==> config.mk <==
export PLATFORM = sky130hd
export DESIGN_NAME = ternary_tree_feeder
export DESIGN_NICKNAME = d
export VERILOG_FILES = /design/src/rtl/ternary_tree_pkg.sv /design/src/rtl/ternary_result_fifo.sv /design/src/rtl/ternary_tree_feeder.sv
export SDC_FILE = /design/constraint.sdc
export NUM_CORES = 1
export LEC_CHECK = 0
export ABC_AREA = 1
export CAP_MARGIN = 40
export CORE_AREA = 2 2 120 122
export CTS_BUF_LIST = sky130_fd_sc_hd__clkbuf_2
export DETAILED_ROUTE_END_ITERATION = 10
export DIE_AREA = 0 0 122 124
export HOLD_SLACK_MARGIN = 0.05
export PLACE_DENSITY = 0.82
export SLEW_MARGIN = 20
export SYNTH_ARGS = -nofsm -noshare
export SYNTH_HDL_FRONTEND = slang
export SYNTH_SLANG_ARGS = --single-unit
export TNS_END_PERCENT = 20
==> constraint.sdc <==
create_clock -name CLK -period 2.7 [get_ports CLK]
set_clock_uncertainty 0.2 [all_clocks]
set_input_delay 0.54 -clock CLK [delete_from_list [all_inputs] [get_ports CLK]]
set_output_delay 0.54 -clock CLK [all_outputs]
set_load 0.03 [all_outputs]
==> src/rtl/ternary_tree_pkg.sv <==
`default_nettype none
// ============================================================================
// Module   : ternary_tree_pkg
// Brief    : Shared constants and state encoding for the ternary tree feeder.
// Revision : 1.0 - initial release
// ============================================================================
package ternary_tree_pkg;

    localparam int LAT   = 2;   // adder tree latency, issue to sum
    localparam int N_OPS = 5;   // operands per group (A..E)

    typedef enum logic [1:0] {
        COLLECT   = 2'd0,
        ISSUE_ABC = 2'd1,
        ISSUE_DE  = 2'd2
    } state_t;

endpackage
`default_nettype wire

==> src/rtl/ternary_result_fifo.sv <==
`default_nettype none
// ============================================================================
// Module   : ternary_result_fifo
// Brief    : Synchronous show-ahead FIFO holding returned tree sums.
// Revision : 1.0 - initial release
// ============================================================================
module ternary_result_fifo #(
    parameter int WIDTH = 16,
    parameter int DEPTH = 4
) (
    input  logic             CLK,
    input  logic             RST_N,
    input  logic             WR_EN,
    input  logic [WIDTH-1:0] WR_DATA,
    input  logic             RD_EN,
    output logic [WIDTH-1:0] RD_DATA,
    output logic             FULL,
    output logic             EMPTY
);

    localparam int c_PTR_W = (DEPTH > 1) ? $clog2(DEPTH) : 1;
    localparam int c_CNT_W = $clog2(DEPTH + 1);

    logic [WIDTH-1:0]   r_mem [DEPTH];
    logic [c_PTR_W-1:0] r_wr_ptr;
    logic [c_PTR_W-1:0] r_rd_ptr;
    logic [c_CNT_W-1:0] r_count;
    logic               w_do_push;
    logic               w_do_pop;

    assign EMPTY     = (r_count == '0);
    assign FULL      = (r_count == c_CNT_W'(DEPTH));
    assign RD_DATA   = r_mem[r_rd_ptr];
    assign w_do_pop  = RD_EN && !EMPTY;
    assign w_do_push = WR_EN && (!FULL || w_do_pop);

    always_ff @(posedge CLK or negedge RST_N) begin
        if (!RST_N) begin
            for (int i = 0; i < DEPTH; i++) r_mem[i] <= '0;
            r_wr_ptr <= '0;
            r_rd_ptr <= '0;
            r_count  <= '0;
        end else begin
            if (w_do_push) begin
                r_mem[r_wr_ptr] <= WR_DATA;
                r_wr_ptr <= (r_wr_ptr == c_PTR_W'(DEPTH - 1)) ? '0 : r_wr_ptr + 1'b1;
            end
            if (w_do_pop) begin
                r_rd_ptr <= (r_rd_ptr == c_PTR_W'(DEPTH - 1)) ? '0 : r_rd_ptr + 1'b1;
            end
            if (w_do_push && !w_do_pop) begin
                r_count <= r_count + 1'b1;
            end else if (w_do_pop && !w_do_push) begin
                r_count <= r_count - 1'b1;
            end
        end
    end

endmodule
`default_nettype wire

==> src/rtl/ternary_tree_feeder.sv <==
`default_nettype none
// ============================================================================
// Module   : ternary_tree_feeder
// Brief    : Collects 5-word groups, drives a 2-stage ternary adder tree with
//            the required A/B/C then D/E skew, and credits its result FIFO.
// Revision : 1.0 - initial release
// ============================================================================
module ternary_tree_feeder
    import ternary_tree_pkg::*;
#(
    parameter int WIDTH = 16,
    parameter int DEPTH = 4
) (
    input  logic             CLK,
    input  logic             RST_N,
    input  logic [WIDTH-1:0] IN_DATA,
    input  logic             IN_VALID,
    output logic             IN_READY,
    output logic [WIDTH-1:0] TREE_A,
    output logic [WIDTH-1:0] TREE_B,
    output logic [WIDTH-1:0] TREE_C,
    output logic [WIDTH-1:0] TREE_D,
    output logic [WIDTH-1:0] TREE_E,
    input  logic [WIDTH-1:0] TREE_SUM,
    output logic [WIDTH-1:0] OUT_DATA,
    output logic             OUT_VALID,
    input  logic             OUT_READY
);

    localparam int c_CRED_W = $clog2(DEPTH + 1);

    state_t              r_state;
    state_t              w_next_state;
    logic [2:0]          r_cnt;
    logic [WIDTH-1:0]    r_buf [N_OPS];
    logic [c_CRED_W-1:0] r_credits;
    logic [LAT-1:0]      r_pipe;
    logic                r_run;     // keeps IN_READY low while in reset

    logic                w_accept;
    logic                w_issue;
    logic                w_pop;
    logic                w_push;
    logic                w_empty;
    logic                w_full;
    logic [WIDTH-1:0]    w_head;

    assign IN_READY  = r_run && (r_cnt < 3'(N_OPS));
    assign w_accept  = IN_VALID && IN_READY;
    assign w_issue   = (r_state == ISSUE_ABC) && (r_credits != '0);
    assign w_push    = r_pipe[LAT-1];
    assign OUT_VALID = !w_empty;
    assign OUT_DATA  = w_head;
    assign w_pop     = OUT_VALID && OUT_READY;

    always_ff @(posedge CLK or negedge RST_N) begin
        if (!RST_N) begin
            r_state <= COLLECT;
        end else begin
            r_state <= w_next_state;
        end
    end

    // ISSUE_ABC doubles as "group complete, waiting for a credit"
    always_comb begin
        w_next_state = r_state;
        TREE_A = '0;
        TREE_B = '0;
        TREE_C = '0;
        TREE_D = '0;
        TREE_E = '0;
        unique case (r_state)
            COLLECT: begin
                if (w_accept && (r_cnt == 3'(N_OPS - 1))) w_next_state = ISSUE_ABC;
            end
            ISSUE_ABC: begin
                if (w_issue) begin
                    TREE_A = r_buf[0];
                    TREE_B = r_buf[1];
                    TREE_C = r_buf[2];
                    w_next_state = ISSUE_DE;
                end
            end
            ISSUE_DE: begin
                TREE_D = r_buf[3];
                TREE_E = r_buf[4];
                w_next_state = COLLECT;
            end
            default: w_next_state = COLLECT;
        endcase
    end

    // Slots 3/4 stay intact through ISSUE_DE since new words land at slot 0
    always_ff @(posedge CLK or negedge RST_N) begin
        if (!RST_N) begin
            r_run     <= 1'b0;
            r_cnt     <= '0;
            r_credits <= c_CRED_W'(DEPTH);
            r_pipe    <= '0;
            for (int i = 0; i < N_OPS; i++) r_buf[i] <= '0;
        end else begin
            r_run  <= 1'b1;
            r_pipe <= {r_pipe[LAT-2:0], w_issue};
            if (w_accept) begin
                r_buf[r_cnt] <= IN_DATA;
            end
            if (w_issue) begin
                r_cnt <= '0;
            end else if (w_accept) begin
                r_cnt <= r_cnt + 1'b1;
            end
            if (w_issue && !w_pop) begin
                r_credits <= r_credits - 1'b1;
            end else if (w_pop && !w_issue) begin
                r_credits <= r_credits + 1'b1;
            end
        end
    end

    ternary_result_fifo #(
        .WIDTH (WIDTH),
        .DEPTH (DEPTH)
    ) u_fifo (
        .CLK     (CLK),
        .RST_N   (RST_N),
        .WR_EN   (w_push),
        .WR_DATA (TREE_SUM),
        .RD_EN   (w_pop),
        .RD_DATA (w_head),
        .FULL    (w_full),
        .EMPTY   (w_empty)
    );

    a_credit_overflow: assert property (@(posedge CLK) disable iff (!RST_N)
        (w_pop && !w_issue) |-> (r_credits < c_CRED_W'(DEPTH)));

    a_push_when_full: assert property (@(posedge CLK) disable iff (!RST_N)
        (w_push && !w_pop) |-> !w_full);

endmodule
`default_nettype wire

# [Word level (Yosys, flattened, before mapping)]
# Index checks and enable logic that the tools add are counted.
[word_totals] ff_bits=162 inputBits=36 out_inout_bits=98 elab_cells=96
[classes] addsub=7 n_lt_le_gt_ge=6 n_eq_ne=8 muxes=28 bitwise_logic=3 n_reduce_logical=27
[op_table] operator="$mux 16" n=12
[op_table] operator="$bwmux 80" n=1
[op_table] operator="$bwmux 64" n=1
[op_table] operator="$demux 16 s3" n=1
[op_table] operator="$bmux 16 s2" n=1
[op_table] operator="$demux 16 s2" n=1
[op_table] operator="$mux 3" n=6
[op_table] operator="$logic_and 1x1->1" n=13
[op_table] operator="$add 3x1->3 const B" n=3
[op_table] operator="$mux 2" n=4
[op_table] operator="$eq 2x2->1 const B" n=3
[op_table] operator="$eq 3x3->1 const B" n=2
[op_table] operator="$ge 3x3->1 const B" n=2
[op_table] operator="$logic_not 1->1" n=6
[op_table] operator="$not 2->3" n=2
[op_table] operator="$reduce_bool 2->1" n=3
[op_table] operator="$sub 3x1->3 const B" n=2
[op_table] operator="$add 2x1->2 const B" n=2
[op_table] operator="$ge 4x4->1 const B" n=1
[op_table] operator="$lt 4x1->1 const B" n=1
[op_table] operator="$ne 2x2->1 const B" n=2
[op_table] operator="$not 3->4" n=1
[op_table] operator="$pmux 2 s2" n=1
[op_table] operator="$logic_not 3->1" n=1
[op_table] operator="7 further kinds" n=7

# [Depth between registers and ports, before layout]
[depth] word_depth=10 depth_mapped=13

# [Cells and area by module]
# A second synthesis with hierarchy kept.
[unflattened] hier_cells=997 area_unflattened_um2=7955.1
[modules_own_cells] module="ternary_tree_feeder" instances=1 cells_per_inst=570 area_each_um2=4436.8
[modules_own_cells] module="ternary_result_fifo" instances=1 cells_per_inst=427 area_each_um2=3518.4

# [Worst setup path after synthesis]
# No wires, ideal clock.
[synth_timing] path_type="register to register" startpoint="reg r_credits[0]" endpoint="reg r_credits[1]" arrival_time_ps=2055 t_required_ps=2417 setup_slack_ps=362 stages_incl_launch_ff=11 path_buffers=2 period_less_slack_ps=2338 path_cell_list="dfrtp_1 inv_1 nand3_1 nand2_1 clkbuf_1 clkbuf_1 inv_1 ha_1 inv_1 fa_1 o21ai_0"
[synth_between] elab_chain_cells=5
[synth_rtl] element="from (decl)" line="ternary_tree_feeder.sv:36" text="logic [c_CRED_W-1:0] r_credits;"
[synth_rtl] element="from (signal assigned)" line="ternary_tree_feeder.sv:98" text="r_credits <= c_CRED_W'(DEPTH);"
[synth_rtl] element="from (signal assigned)" line="ternary_tree_feeder.sv:113" text="r_credits <= r_credits - 1'b1;"
[synth_rtl] element="from (signal assigned)" line="ternary_tree_feeder.sv:115" text="r_credits <= r_credits + 1'b1;"
[synth_rtl] element="$reduce_bool 3->1 (*)" line="ternary_tree_feeder.sv:50" text="assign w_issue = (r_state == ISSUE_ABC) && (r_credits != '0);"
[synth_rtl] element="$logic_and 1x1->1 (*)" line="ternary_tree_feeder.sv:50"
[synth_rtl] element="net w_issue" line="ternary_tree_feeder.sv:41" text="logic w_issue;"
[synth_rtl] element="$logic_not 1->1" line="ternary_tree_feeder.sv:114" text="end else if (w_pop && !w_issue) begin"
[synth_rtl] element="$logic_and 1x1->1" line="ternary_tree_feeder.sv:114"
[synth_rtl] element="$reduce_bool 2->1 (no source line)"
# Mark *: on every way through the listed nets, which the timed path passes. The rest lies on a longest branch. The select of a mux whose other input is x is not followed.
# A chain may end at the register's enable or synchronous reset.

# [Final worst setup path]
[layout_timing] startpoint="reg r_state[1]" endpoint="out TREE_B[10]"
[layout_between] elab_chain_cells=4
[layout_rtl] element="from (decl)" line="ternary_tree_feeder.sv:32" text="state_t r_state;"
[layout_rtl] element="from (signal assigned)" line="ternary_tree_feeder.sv:60" text="r_state <= w_next_state;"
[layout_rtl] element="$eq 2x1->1 (*)" line="ternary_tree_feeder.sv:50, ternary_tree_feeder.sv:72"
[layout_rtl] element="$logic_and 1x1->1" line="ternary_tree_feeder.sv:50"
[layout_rtl] element="$mux 16" line="ternary_tree_feeder.sv:77" text="if (w_issue) begin"
[layout_rtl] element="$mux 16 (*)" line="ternary_tree_feeder.sv:72" text="unique case (r_state)"
[layout_rtl] element="to (decl)" line="ternary_tree_feeder.sv:20" text="output logic [WIDTH-1:0] TREE_B,"
# Mark *: on every way between the ends. The rest lies on a longest branch, timed or not.

==> results by group <==
Outcome
  – Status: finished, violations left
  – Failing checks: negative setup slack

Yosys
  – Post-Synthesis Cells: 925
  – Synthesized net count: 972
  – Syn. warnings: 0
  – Largest cells by area after synthesis: dfrtp_1 54%, nand2_1 11%, nor2_1 7.0%
  – Sequential element share of the synthesized area: 0.539
  – Netlist Area Pre-Place: 7520 µm²
  – Synth unique cells: 25
  – Synth Area in Adders: 0.0203
  – Area leader, netlist: dfrtp_1
  – Synth Area in XOR/XNOR: 0.00582
  – Post-Synth Simple-Gate Area: 0.251
  – Yosys reg bits: 162
  – Mux contribution to synthesized area: 0.00150
  – Yosys top cell area share: 0.536
  – Main combinational cell family by area after synthesis: simple AND/OR/NAND/NOR gates
  – Synth Area per Inst: 8.13 µm²
  – Synth Area in Compound Gates: 0.0932

Worst setup path
  – Reg2reg setup slack: 0.37 ns
  – Worst setup SP type: flop
  – Largest fanout on the critical path: 9
  – Critical Path Sink Type: output port
  – Worst Path Arrival: 2.04 ns
  – Reg2Reg Depth: 11
  – Worst EP required: 1.96 ns
  – FF-to-FF End: r_credits[2]
  – Setup Crit Path Kind: reg2out
  – R2r startpoint: r_state[1]

Placed design
  – Placed Area: 9070 µm²
  – Placed wire-length estimate: 12.4 mm
  – Final Wtd Congestion: 0.823
  – IO buf count: 133

Power and ir drop
  – Combinational cell fraction of total power: 0.425
  – Int Power: 5.43 mW
  – Leak: 5.03 nW
  – Total power: 9.37 mW
  – Flop pwr share: 0.406
  – Clock power share: 0.169
  – Psw: 3.95 mW
  – Worst vdd ir: 434 µV
  – Switching fraction of total power: 0.421
  – Power per cell area: 925 nW/µm²

Worst hold path
  – Min-delay worst type: in2async

Floorplan
  – Chip width: 122 µm
  – Initial Util: 0.548
  – Core Region: 13,700 µm²
  – Ports: 134
  – Die area: 15,100 µm²
  – Chip height: 124 µm
  – Rows: 43

STA
  – Final setup fails: 49
  – Measured slew at the worst slew-check pin: 0.668 ns
  – Setup ws final: -0.0764 ns
  – Final hold slack: 0.0956 ns
  – Final Max Slew Viols: 0
  – Final Hold Viols: 0
  – Max-slew headroom: 0.555
  – Period minus WS final: 2.78 ns
  – Fmax: 360 MHz
  – Fin crit share: 1.03
  – RSZ-0062 raised after global routing: true

Finish
  – Final-stage net count: 1,109
  – Layout cells sized above 1: 0.239
  – Final Cell Area: 10,100 µm²
  – Register area: 4060 µm²
  – Commonest non-fill, non-tap cells in the layout: 212 x nand2_1, 158 x dfrtp_1, 111 x inv_1, 92 x o21ai_0, 83 x nor2_1
  – Multi-input logic area: 3250 µm²
  – Layout area overhead: 34.7%
  – Fillers: 982
  – ANT cells: 0
  – Most common cell after layout, fill and taps aside: nand2_1

CTS
  – TritonCTS clock tree: built
  – Clock tree buffer depth: 2
  – Cts bufs inserted: 17
  – Worst skew pair latency: 0.75 ns
  – CTS H-tree lvls: 4
  – Reg clk slew, reported paths: 0.25 ns
  – Clk root buf: clkbuf_2
  – Number of clock sinks: 162

Routing
  – WL/cell: 16.8 µm
  – DR iter-0 viols: 807
  – Detailed Route WL: 21.1 mm
  – DRT met1 WL: 8.36 mm
  – Met2 Routed Length: 10.7 mm
  – TritonRoute pass-1 iters: 5
  – Drc violations: 0
  – ANT nets after route: 0
  – WL met3: 1.43 mm
  – Max Used Layer: met4
  – Total number of vias: 6,984
  – Avg Vias per Cell: 5.56

Global routing
  – Vias in the first global route: 6,498
  – Largest net degree at the start of global routing: 68
  – Initial antenna violation count: 0
  – First-pass GRT wire length: 32.5 mm
  – Overflow after GRT: 0
  – GRT Total Usage: 0.276

Job
  – Max cap viols: 0
## timing repair
action | CTS | global route
hold buffers | 1 | 0
gates cloned | 5 | 3
endpoints found under the setup margin | 95 | 97
pin swaps | 4 | 3
buffers inserted | 3 | 4
hold endpoints to repair | 162 | 0
gates resized for setup | 351 | 99
## kinds of logic after synthesis
logic type,after synthesis
AO/OA/AOI/OAI,135
XOR/XNOR,5
buffers and inverters,171
other,1
multiplexers,1
adder cells (fa/ha/maj),11
AND/OR/NAND/NOR,439
flip-flops,162
## how the worst max path moves through the flow
stage	start	end	slack, ns	cells after the start
global placement	OUT_READY	u_fifo.r_count[2]	0.14	12
global route	r_state[1]	TREE_B[10]	-0.19	5
CTS	r_state[0]	TREE_D[11]	-0.13	5
floorplan	r_credits[0]	r_credits[1]	0.36	10
finish	r_state[1]	TREE_B[10]	-0.08	5
detailed placement	OUT_READY	u_fifo.r_count[1]	0.08	9
## metal layers
layer | track usage | vias up
li1 | - | 3230
met1 | 0.354 | 3368
met2 | 0.466 | 328
met3 | 0.0504 | 58
met4 | 0.112 | 0
met5 | 0 | -
## synth_stat cells
cell type / number
nor2_2: 2
clkbuf_1: 36
nand4_1: 68
conb_1: 1
nand4_2: 4
o22ai_1: 17
nor2_1: 141
buf_2: 14
ha_1: 9
o21ai_2: 1
buf_4: 2
dfstp_2: 1
xor2_1: 3
nand2_1: 213
fa_1: 2
dfrtp_1: 161
xnor2_1: 2
nor2_4: 2
mux2_2: 1
inv_2: 1
buf_1: 3
nand3_1: 9
inv_1: 115
o21ai_0: 101
a21oi_1: 16
## power by group through the flow
stage,registers [mW],clock network [mW],logic [mW]
finish,3.81,1.58,3.99
global route,3.88,1.71,4.38
CTS,3.76,1.59,3.76
detailed placement,3.78,0,3.40
global placement,3.76,0,3.28
floorplan,3.65,0,2.33
## worst max-delay path: stages, from the launching register on
cell and delay (ns):
dfrtp_1 0.48, nor2_4 0.17, nand2_8 0.14, clkbuf_16 0.22, nor2_2 0.12, buf_6 0.15
## registers in the layout, summed over array words and instances (netlist names)
signal,cells
r_state,2
r_buf,80
r_pipe,2
u_fifo.r_mem,64
u_fifo.r_count,3
r_run,1
r_credits,3
u_fifo.r_rd_ptr,2
u_fifo.r_wr_ptr,2
r_cnt,3
## through the flow
step,setup TNS [ns],worst slack [ns],instances,util
finish,-1.34,-0.0764,1255,0.738
global route,-7.10,-0.189,1255,0.738
CTS,-2.84,-0.131,1248,0.713
detailed placement,0,0.0771,1207,0.661
global placement,0,0.137,1207,0.661
floorplan,0,0.362,925,-
## cell type report
type,instances,area share
inverters,116,0.0435
flip-flops and latches,162,0.401
clock buffers,19,0.00939
repair buffers,173,0.183
well taps,180,0.0222
multi-input cells,592,0.321
clock inverters,13,0.0206
(Power assumes the default switching activity.)
